`src/rtl/branch_pkg.sv`:
```
// Shared definitions for the branch/PC controller: branch function codes and
// the registered ALU flag set.
package branch_pkg;

  localparam logic [4:0] FC_B    = 5'd0;
  localparam logic [4:0] FC_BCY  = 5'd1;
  localparam logic [4:0] FC_BNCY = 5'd2;
  localparam logic [4:0] FC_BZ   = 5'd3;
  localparam logic [4:0] FC_BLTZ = 5'd4;
  localparam logic [4:0] FC_BNZ  = 5'd5;
  localparam logic [4:0] FC_CALL = 5'd6;
  localparam logic [4:0] FC_RET  = 5'd7;

  typedef struct packed {
    logic s;
    logic z;
    logic c;
  } flags_t;

endpackage

```
`src/rtl/return_addr_stack.sv`:
```
// Circular return-address stack: a full push overwrites the oldest entry,
// a pop from empty is ignored, and the count saturates at DEPTH.
module return_addr_stack #(
  parameter int WIDTH = 32,
  parameter int DEPTH = 4
) (
  input  logic                       clk,
  input  logic                       rst,
  input  logic                       push,
  input  logic                       pop,
  input  logic [WIDTH-1:0]           din,
  output logic [WIDTH-1:0]           dout,
  output logic [$clog2(DEPTH):0]     count,
  output logic                       full,
  output logic                       empty
);

  localparam int PW = $clog2(DEPTH);
  localparam int CW = PW + 1;
  localparam logic [PW-1:0] PTR_ONE  = PW'(1);
  localparam logic [CW-1:0] CNT_ONE  = CW'(1);
  localparam logic [CW-1:0] CNT_FULL = CW'(DEPTH);

  logic [WIDTH-1:0] mem [DEPTH];
  logic [PW-1:0]    top;  // next slot to write; newest entry sits at top-1

  assign full  = (count == CNT_FULL);
  assign empty = (count == '0);
  assign dout  = mem[top - PTR_ONE];

  // NOTE: storage has no reset; count/top alone define validity, so stale
  // contents are never observed and the array maps onto plain RAM/flops.
  always_ff @(posedge clk) begin
    if (push) mem[top] <= din;
  end

  always_ff @(posedge clk or posedge rst) begin
    if (rst) begin
      top   <= '0;
      count <= '0;
    end else if (push) begin
      top <= top + PTR_ONE;
      if (!full) count <= count + CNT_ONE;
    end else if (pop && !empty) begin
      top   <= top - PTR_ONE;
      count <= count - CNT_ONE;
    end
  end

endmodule

```
`src/rtl/branch_ctrl.sv`:
```
// Sequential branch/PC controller: owns the PC and flag registers, resolves
// conditional/call/return branches and drives the return-address stack.
module branch_ctrl
  import branch_pkg::*;
#(
  parameter int               WIDTH     = 32,
  parameter int               RAS_DEPTH = 4,
  parameter int               PC_STEP   = 4,
  parameter logic [WIDTH-1:0] RESET_PC  = '0,
  parameter bit               REL_LABEL = 1'b0
) (
  input  logic                         clk,
  input  logic                         rst,
  input  logic                         stall,
  input  logic                         branch,
  input  logic                         branch_src,
  input  logic [4:0]                   fcode,
  input  logic [WIDTH-1:0]             read_data1,
  input  logic [WIDTH-1:0]             label,
  input  logic                         flag_we,
  input  logic                         alu_sign,
  input  logic                         alu_zero,
  input  logic                         alu_carry,
  output logic [WIDTH-1:0]             pc,
  output logic [WIDTH-1:0]             next_pc,
  output logic                         taken,
  output logic [WIDTH-1:0]             write_reg_data,
  output logic [$clog2(RAS_DEPTH):0]   ras_count,
  output logic                         ras_ovf,
  output logic                         ras_unf
);

  flags_t           flags;
  logic [WIDTH-1:0] pc_inc;
  logic [WIDTH-1:0] target;
  logic [WIDTH-1:0] ras_dout;
  logic             push_req, pop_req;
  logic             ras_push, ras_pop;
  logic             ras_full, ras_empty;

  assign pc_inc         = pc + WIDTH'(PC_STEP);
  assign write_reg_data = pc_inc;
  assign ras_push       = push_req && !stall;
  assign ras_pop        = pop_req && !stall;

  // NOTE: every combinational output gets a default first so no path can
  // leave it unassigned and infer a latch.
  always_comb begin
    taken    = 1'b0;
    push_req = 1'b0;
    pop_req  = 1'b0;
    target   = branch_src ? read_data1 : (REL_LABEL ? pc + label : label);
    if (branch) begin
      case (fcode)
        FC_B:    taken = 1'b1;
        FC_BCY:  taken = flags.c;
        FC_BNCY: taken = !flags.c;
        FC_BZ:   taken = flags.z;
        FC_BLTZ: taken = flags.s;
        FC_BNZ:  taken = !flags.z;
        FC_CALL: begin
          taken    = 1'b1;
          push_req = 1'b1;
        end
        FC_RET: begin
          pop_req = 1'b1;
          taken   = !ras_empty;
          target  = ras_dout;
        end
        default: ;
      endcase
    end
    next_pc = taken ? target : pc_inc;
  end

  // NOTE: state registers use non-blocking assignments so every register
  // samples pre-edge values, e.g. a branch sees the flags from before flag_we.
  always_ff @(posedge clk or posedge rst) begin
    if (rst) begin
      pc      <= RESET_PC;
      flags   <= '0;
      ras_ovf <= 1'b0;
      ras_unf <= 1'b0;
    end else if (!stall) begin
      pc <= next_pc;
      if (flag_we) flags <= '{s: alu_sign, z: alu_zero, c: alu_carry};
      if (ras_push && ras_full)  ras_ovf <= 1'b1;
      if (ras_pop  && ras_empty) ras_unf <= 1'b1;
    end
  end

  return_addr_stack #(
    .WIDTH (WIDTH),
    .DEPTH (RAS_DEPTH)
  ) u_ras (
    .clk   (clk),
    .rst   (rst),
    .push  (ras_push),
    .pop   (ras_pop),
    .din   (pc_inc),
    .dout  (ras_dout),
    .count (ras_count),
    .full  (ras_full),
    .empty (ras_empty)
  );

endmodule
```
`config.mk`:
```
export PLATFORM = sky130hd
export DESIGN_NAME = branch_ctrl
export DESIGN_NICKNAME = d
export VERILOG_FILES = /design/src/rtl/branch_pkg.sv /design/src/rtl/return_addr_stack.sv /design/src/rtl/branch_ctrl.sv
export SDC_FILE = /design/constraint.sdc
export NUM_CORES = 1
export LEC_CHECK = 0
export CAP_MARGIN = 0
export CORE_MARGIN = 5
export CORE_UTILIZATION = 47
export DETAILED_ROUTE_END_ITERATION = 8
export PLACE_DENSITY = 0.74
export SETUP_SLACK_MARGIN = 0.3
export SLEW_MARGIN = 25
export SYNTH_ARGS = -nofsm -noshare
export SYNTH_HDL_FRONTEND = slang
export SYNTH_SLANG_ARGS = --single-unit
```
`constraint.sdc`:
```
create_clock -name clk -period 3.9 [get_ports clk]
set_input_delay 0.78 -clock clk [delete_from_list [all_inputs] [get_ports clk]]
set_output_delay 0.78 -clock clk [all_outputs]
set_load 0.1 [all_outputs]
```
==> flow_summary.json, run 1 <==
{
  "cts_inserted_buffers": 17,
  "rsz0062_at_grt": "yes",
  "cts_hold_buf": 0,
  "dieHeight_um": 144,
  "yosys.area.top_type": "edfxtp_1",
  "grt_pass1_vias": 6683,
  "yosysUniqueCellTypes": 66,
  "io_pins": 180,
  "place_hpwl_um": 17200,
  "finalHoldViolations": 0,
  "syn-cell-area_um2": 8460,
  "dpl_cell_area_um2": 11900,
  "cp.required_ns": 3.12,
  "r2r-end": "pc[25]",
  "min_path_cells": 1,
  "timing.final.crit_share_pct": 91.8,
  "globalplace.congestion": 0.881,
  "finalMaxSlewViolations": 0,
  "finalClockSkew_ns": 0.0108,
  "cp_max_fo": 8,
  "hp-class": "reg2reg",
  "power.leakage_nw": 4.73,
  "placed_cells": 1039,
  "area_growth_pct": 51.0,
  "fin_cells": 1095,
  "ff2ff_setup_slack_ns": 1.36,
  "worstMarginPinSlew_ns": 1.06,
  "drt_first_pass_iters": 5,
  "fin_ws_ns": 0.321,
  "synth.area.top_cells": "edfxtp_1 (45%), dfrtp_1 (12%), mux4_2 (8.5%)",
  "grt_antenna_before_repair": 0,
  "rows": 49,
  "r2r_start": "u_ras.count[0]",
  "port_buffers": 179,
  "clk_path_buf_depth": 2,
  "dr.first_iter.drc_count": 533,
  "yosysWarnings": 0,
  "maxClockFrequency_ghz": 0.279,
  "finalSetupTns_ns": 0,
  "dp_slack_ns": 0.0282,
  "ir_drop_uv": 758,
  "synth_edf_count": 128,
  "setup_viol": 0,
  "fin_nets": 937,
  "holdWs_ns": 0.499,
  "post-route-min-period_ns": 3.58,
  "clock_latency_ns": 0.43,
  "htree_levels": 4,
  "start_util_pct": 47.4,
  "routed_wirelength_um": 25600,
  "status": "finished, final reports clean",
  "synth_fp_nets": 718,
  "avgSynthCellArea_um2": 13.3,
  "synth_ff_type": "edfxtp_1",
  "clk_pin_slew_ns": 0.07,
  "r2r_cells": 9,
  "core_area_um2": 17800,
  "die_area_um2": 20800,
  "stdcell_area_um2": 12800,
  "start_kind": "register",
  "clkSinkCount": 170,
  "dieWidth_um": 144,
  "route.vias.total": 6515,
  "ys_seq_area_share_pct": 57.9,
  "p_total_mw": 11.0,
  "syn_inst": 634,
  "clockRootBuffer": "clkbuf_16",
  "crit_type": "reg2out",
  "drive_above_1_share_pct": 39.5,
  "diodes": 0,
  "final_cell_mix": "edfxtp_1 (128), clkdlybuf4s50_1 (110), buf_4 (71)",
  "hold_start": "ras_unf",
  "grt_pass1_wl_um": 39100,
  "cp-end-kind": "output pin",
  "layout_commonest_cell": "edfxtp_1",
  "cts_tree": "done",
  "slew-limit-headroom_pct": 28.9,
  "grt_use_total_pct": 25.1,
  "overflow": 0,
  "drc": 0,
  "synthArstFlopShare_pct": 24.7,
  "utilization_pct": 71.6,
  "power.density_nw_per_um2": 857,
  "wl_per_cell_um": 23.4,
  "ys_seq_elements": 170,
  "hold_end": "ras_unf",
  "grt_start_max_net_pins": 36,
  "cp.arrival_ns": 2.80,
  "vias_per_cell": 5.95,
  "drtAntennaViolNets": 0,
  "synth_top_area_share_pct": 45.4,
  "maxCapViolCount": 0
}
-- worst max-delay path by stage --
| stage | startpoint | endpoint | slack [ns] | cells after the start |
|---|---|---|---|---|
| floorplan | pc[10] | next_pc[24] | -0.04 | 7 |
| global placement | fcode[2] | next_pc[24] | 0.06 | 10 |
| detailed placement | fcode[1] | next_pc[24] | 0.03 | 10 |
| CTS | pc[12] | next_pc[27] | 0.31 | 8 |
| global route | pc[4] | next_pc[27] | 0.22 | 8 |
| finish | u_ras.top[1] | next_pc[27] | 0.32 | 9 |
-- registers in the layout, summed over array words and instances, names as in the netlist --
| signal | flops |
|---|---|
| u_ras.mem | 128 |
| pc | 32 |
| flags | 3 |
| u_ras.count | 3 |
| u_ras.top | 2 |
| ras_ovf | 1 |
| ras_unf | 1 |
-- critical path, stage by stage (launching register included) --
cell,delay (ns)
dfrtp_1,0.43
inv_1,0.09
ha_2,0.48
buf_4,0.21
mux4_2,0.29
nor3_1,0.14
a21oi_1,0.06
nor3_1,0.28
o21ba_4,0.22
buf_12,0.16
-- cells by family (layout without fill, tap and decap cells) --
kind of cell	Yosys count	after routing	share of synthesized area (%)
AND/OR/NAND/NOR	161	161	9.66
flip-flops	170	170	57.9
multiplexers	92	92	16.2
XOR/XNOR	30	30	3.11
buffers and inverters	63	295	3.61
AO/OA/AOI/OAI	112	112	8.62
adder cells (fa/ha/maj)	6	6	0.976
-- cells in the mapped netlist, types with 4 or more instances --
cell and instances:
o21ai_1 8, nand3_1 6, xor2_1 9, o21a_1 4, nand2_1 46, mux4_2 32
mux2_2 22, mux2i_1 34, buf_4 5, and4_1 4, a21oi_1 20, and2_1 6
nor3_1 28, edfxtp_1 128, buf_2 18, a2bb2oi_1 6, dfrtp_1 42, nor2_1 40
clkbuf_1 15, xnor2_1 21, o21ai_0 34, inv_1 17, mux2_4 4, a31oi_1 10
o22a_1 5, ha_1 5
-- area by class of cell --
type / count / area (µm²)
inverter: 20 / 82.6
clock inverter: 14 / 123
fill: 1144 / 5060
multi-input combinational: 401 / 4100
tap: 229 / 287
sequential: 170 / 4950
timing repair inverter: 1 / 6.26
timing repair buffer: 242 / 2780
clock buffer: 18 / 439
-- where the power goes --
group | internal (mW) | switching (mW)
Sequential | 2.32 | 0.357
Clock | 0.897 | 0.710
Combinational | 2.13 | 4.54
Total | 5.34 | 5.61
-- per-layer routing --
metal,routed length [µm],global-route usage (%),up-vias
met5,0,0,-
met4,473,7.66,0
met3,2430,5.46,39
met2,12700,41.2,363
met1,10000,33.8,3271
li1,-,-,2842
-- timing repair --
action	4_1_cts	5_1_grt
cloned	3	0
setup buffers	13	8
gates resized for setup	23	13
setup endpoints to repair	39	22
pin swaps	8	2
Power figures use the tool's default switching activity.
==> run 2, diff against run 1 <==
Settings changed: CAP_MARGIN 0 to unset.
==> results of run 2 <==
Same layout as run 1: the final DEF is identical, and so are final timing and power.
==> run 3, diff against run 2 <==
Settings changed: PLACE_DENSITY 0.74 to 0.89.
==> flow_summary.json, run 3 (synthesis results as in run 1) <==
{
  "status": "finished, final reports clean",
  "clkSinkCount": 170,
  "drc": 0,
  "drive_above_1_share_pct": 38.8,
  "globalplace.congestion": 0.827,
  "cp-end-kind": "output pin",
  "drt_first_pass_iters": 5,
  "core_area_um2": 17800,
  "critPathCapture": "next_pc[23]",
  "dieWidth_um": 144,
  "drtAntennaViolNets": 0,
  "timing.final.crit_share_pct": 91.1,
  "start_util_pct": 47.4,
  "stdcell_area_um2": 12700,
  "grt_start_max_net_pins": 43,
  "combinationalPowerShare_pct": 60.1,
  "diodes": 0,
  "cts_inserted_buffers": 17,
  "setup_viol": 0,
  "largest_reg_flops": 128,
  "clock_latency_ns": 0.42,
  "r2r_start": "pc[2]",
  "finalMaxSlewViolations": 0,
  "fin_nets": 937,
  "cp_max_fo": 8,
  "finalHoldViolations": 0,
  "clk_path_buf_depth": 2,
  "grt_antenna_before_repair": 0,
  "ff2ff_setup_slack_ns": 1.43,
  "power.density_nw_per_um2": 865,
  "fill_cells": 1130,
  "vias_per_cell": 5.83,
  "utilization_pct": 71.3,
  "hp-class": "reg2reg",
  "io_pins": 180,
  "rows": 49,
  "htree_levels": 4,
  "ir_drop_uv": 792,
  "area_growth_pct": 50.4,
  "route.vias.total": 6386,
  "largestRegisters": "u_ras.mem (128), pc (32)",
  "r2r_cells": 7,
  "grt_pass1_wl_um": 36500,
  "grt_use_total_pct": 23.5,
  "p_seq_share_pct": 24.0,
  "routed_wirelength_um": 24300,
  "r2r-end": "pc[16]",
  "die_area_um2": 20800,
  "largest_register": "u_ras.mem",
  "port_buffers": 179,
  "p_int_mw": 5.47,
  "clk_pin_slew_ns": 0.06,
  "start_kind": "input pin",
  "clockRootBuffer": "clkbuf_16",
  "p_switching_mw": 5.53,
  "crit_type": "in2out",
  "grt_pass1_vias": 6532,
  "post-route-min-period_ns": 3.55,
  "maxCapViolCount": 0,
  "overflow": 0,
  "cts_tree": "done",
  "finalClockSkew_ns": 0.00736,
  "p_clk_share_pct": 15.9,
  "power.leakage_nw": 4.69,
  "crit_start": "branch",
  "place_hpwl_um": 16800,
  "wl_per_cell_um": 22.2,
  "cp.required_ns": 3.12,
  "layout_commonest_cell": "edfxtp_1",
  "rsz0062_at_grt": "yes",
  "dpl_cell_area_um2": 11900,
  "dieHeight_um": 144,
  "worstMarginPinSlew_ns": 1.06,
  "cp.arrival_ns": 2.77,
  "dr.first_iter.drc_count": 475,
  "slew-limit-headroom_pct": 28.9,
  "p_sw_share_pct": 50.3,
  "maxClockFrequency_ghz": 0.281,
  "final_cell_mix": "edfxtp_1 (128), clkdlybuf4s50_1 (113), buf_4 (76)"
}
run 3: worst min path at each step:
stage,startpoint,to,slack (ns),cells after the start
final,ras_ovf,ras_ovf,0.48,1
after global routing,ras_ovf,ras_ovf,0.50,1
after CTS,ras_ovf,ras_ovf,0.49,1
after detailed placement,ras_ovf,ras_ovf,0.48,1
after global placement,ras_ovf,ras_ovf,0.46,1
after floorplan,flags[2],flags[2],0.48,1
run 3: layout make-up:
| cell class | count | area [µm²] | area share, % |
|---|---|---|---|
| Multi-Input combinational cell | 402 | 4090 | 32.1 |
| Timing Repair Buffer | 242 | 2710 | 21.3 |
| Clock inverter | 12 | 175 | 1.38 |
| Inverter | 20 | 85.1 | 0.669 |
| Sequential cell | 170 | 4950 | 38.9 |
| Clock buffer | 20 | 437 | 3.43 |
| Tap cell | 229 | 287 | 2.25 |
run 3: metrics by stage:
step	std cells	total power, mW	hold slack [ns]	worst slack (ns)	TNS (ns)
finish	1095	11.0	0.482	0.347	0
global route	1095	11.4	0.497	0.240	0
CTS	1081	11.0	0.491	0.303	0
detailed placement	1044	9.21	0.477	-0.0403	-0.0403
global placement	1044	9.13	0.461	0.0241	0
floorplan	634	7.43	0.481	-0.0395	-0.0775
run 3: what timing repair did:
action | CTS | global route
pin swaps | 3 | 4
gates resized for setup | 17 | 10
endpoints found under the setup margin | 37 | 18
hold buffers | 0 | 0
gates cloned | 0 | 1
setup buffers | 5 | 13
run 3: layer usage:
layer / global-route usage (%) / part of all wire [%] / routed length [µm]
met3: 4.89 / 7.3 / 1770
met4: 6.87 / 1.7 / 422
met2: 41.0 / 52 / 12600
met5: 0 / 0 / 0
met1: 29.7 / 39 / 9490
run 3: power groups by stage:
stage          sequential (mW)  combinational [mW]  clock (mW)
3_3_place_gp              2.68                6.45           0
5_1_grt                   2.67                6.82        1.86
4_1_cts                   2.66                6.56        1.76
6_report                  2.64                6.62        1.74
2_1_floorplan             3.62                3.82           0
3_5_place_dp              2.69                6.52           0
run 3: worst max-delay path, stage by stage:
cell,delay [ns]
clkdlybuf4s50_1,0.44
or3b_4,0.45
or2_4,0.30
buf_12,0.15
buf_4,0.15
mux2_4,0.32
buf_12,0.17
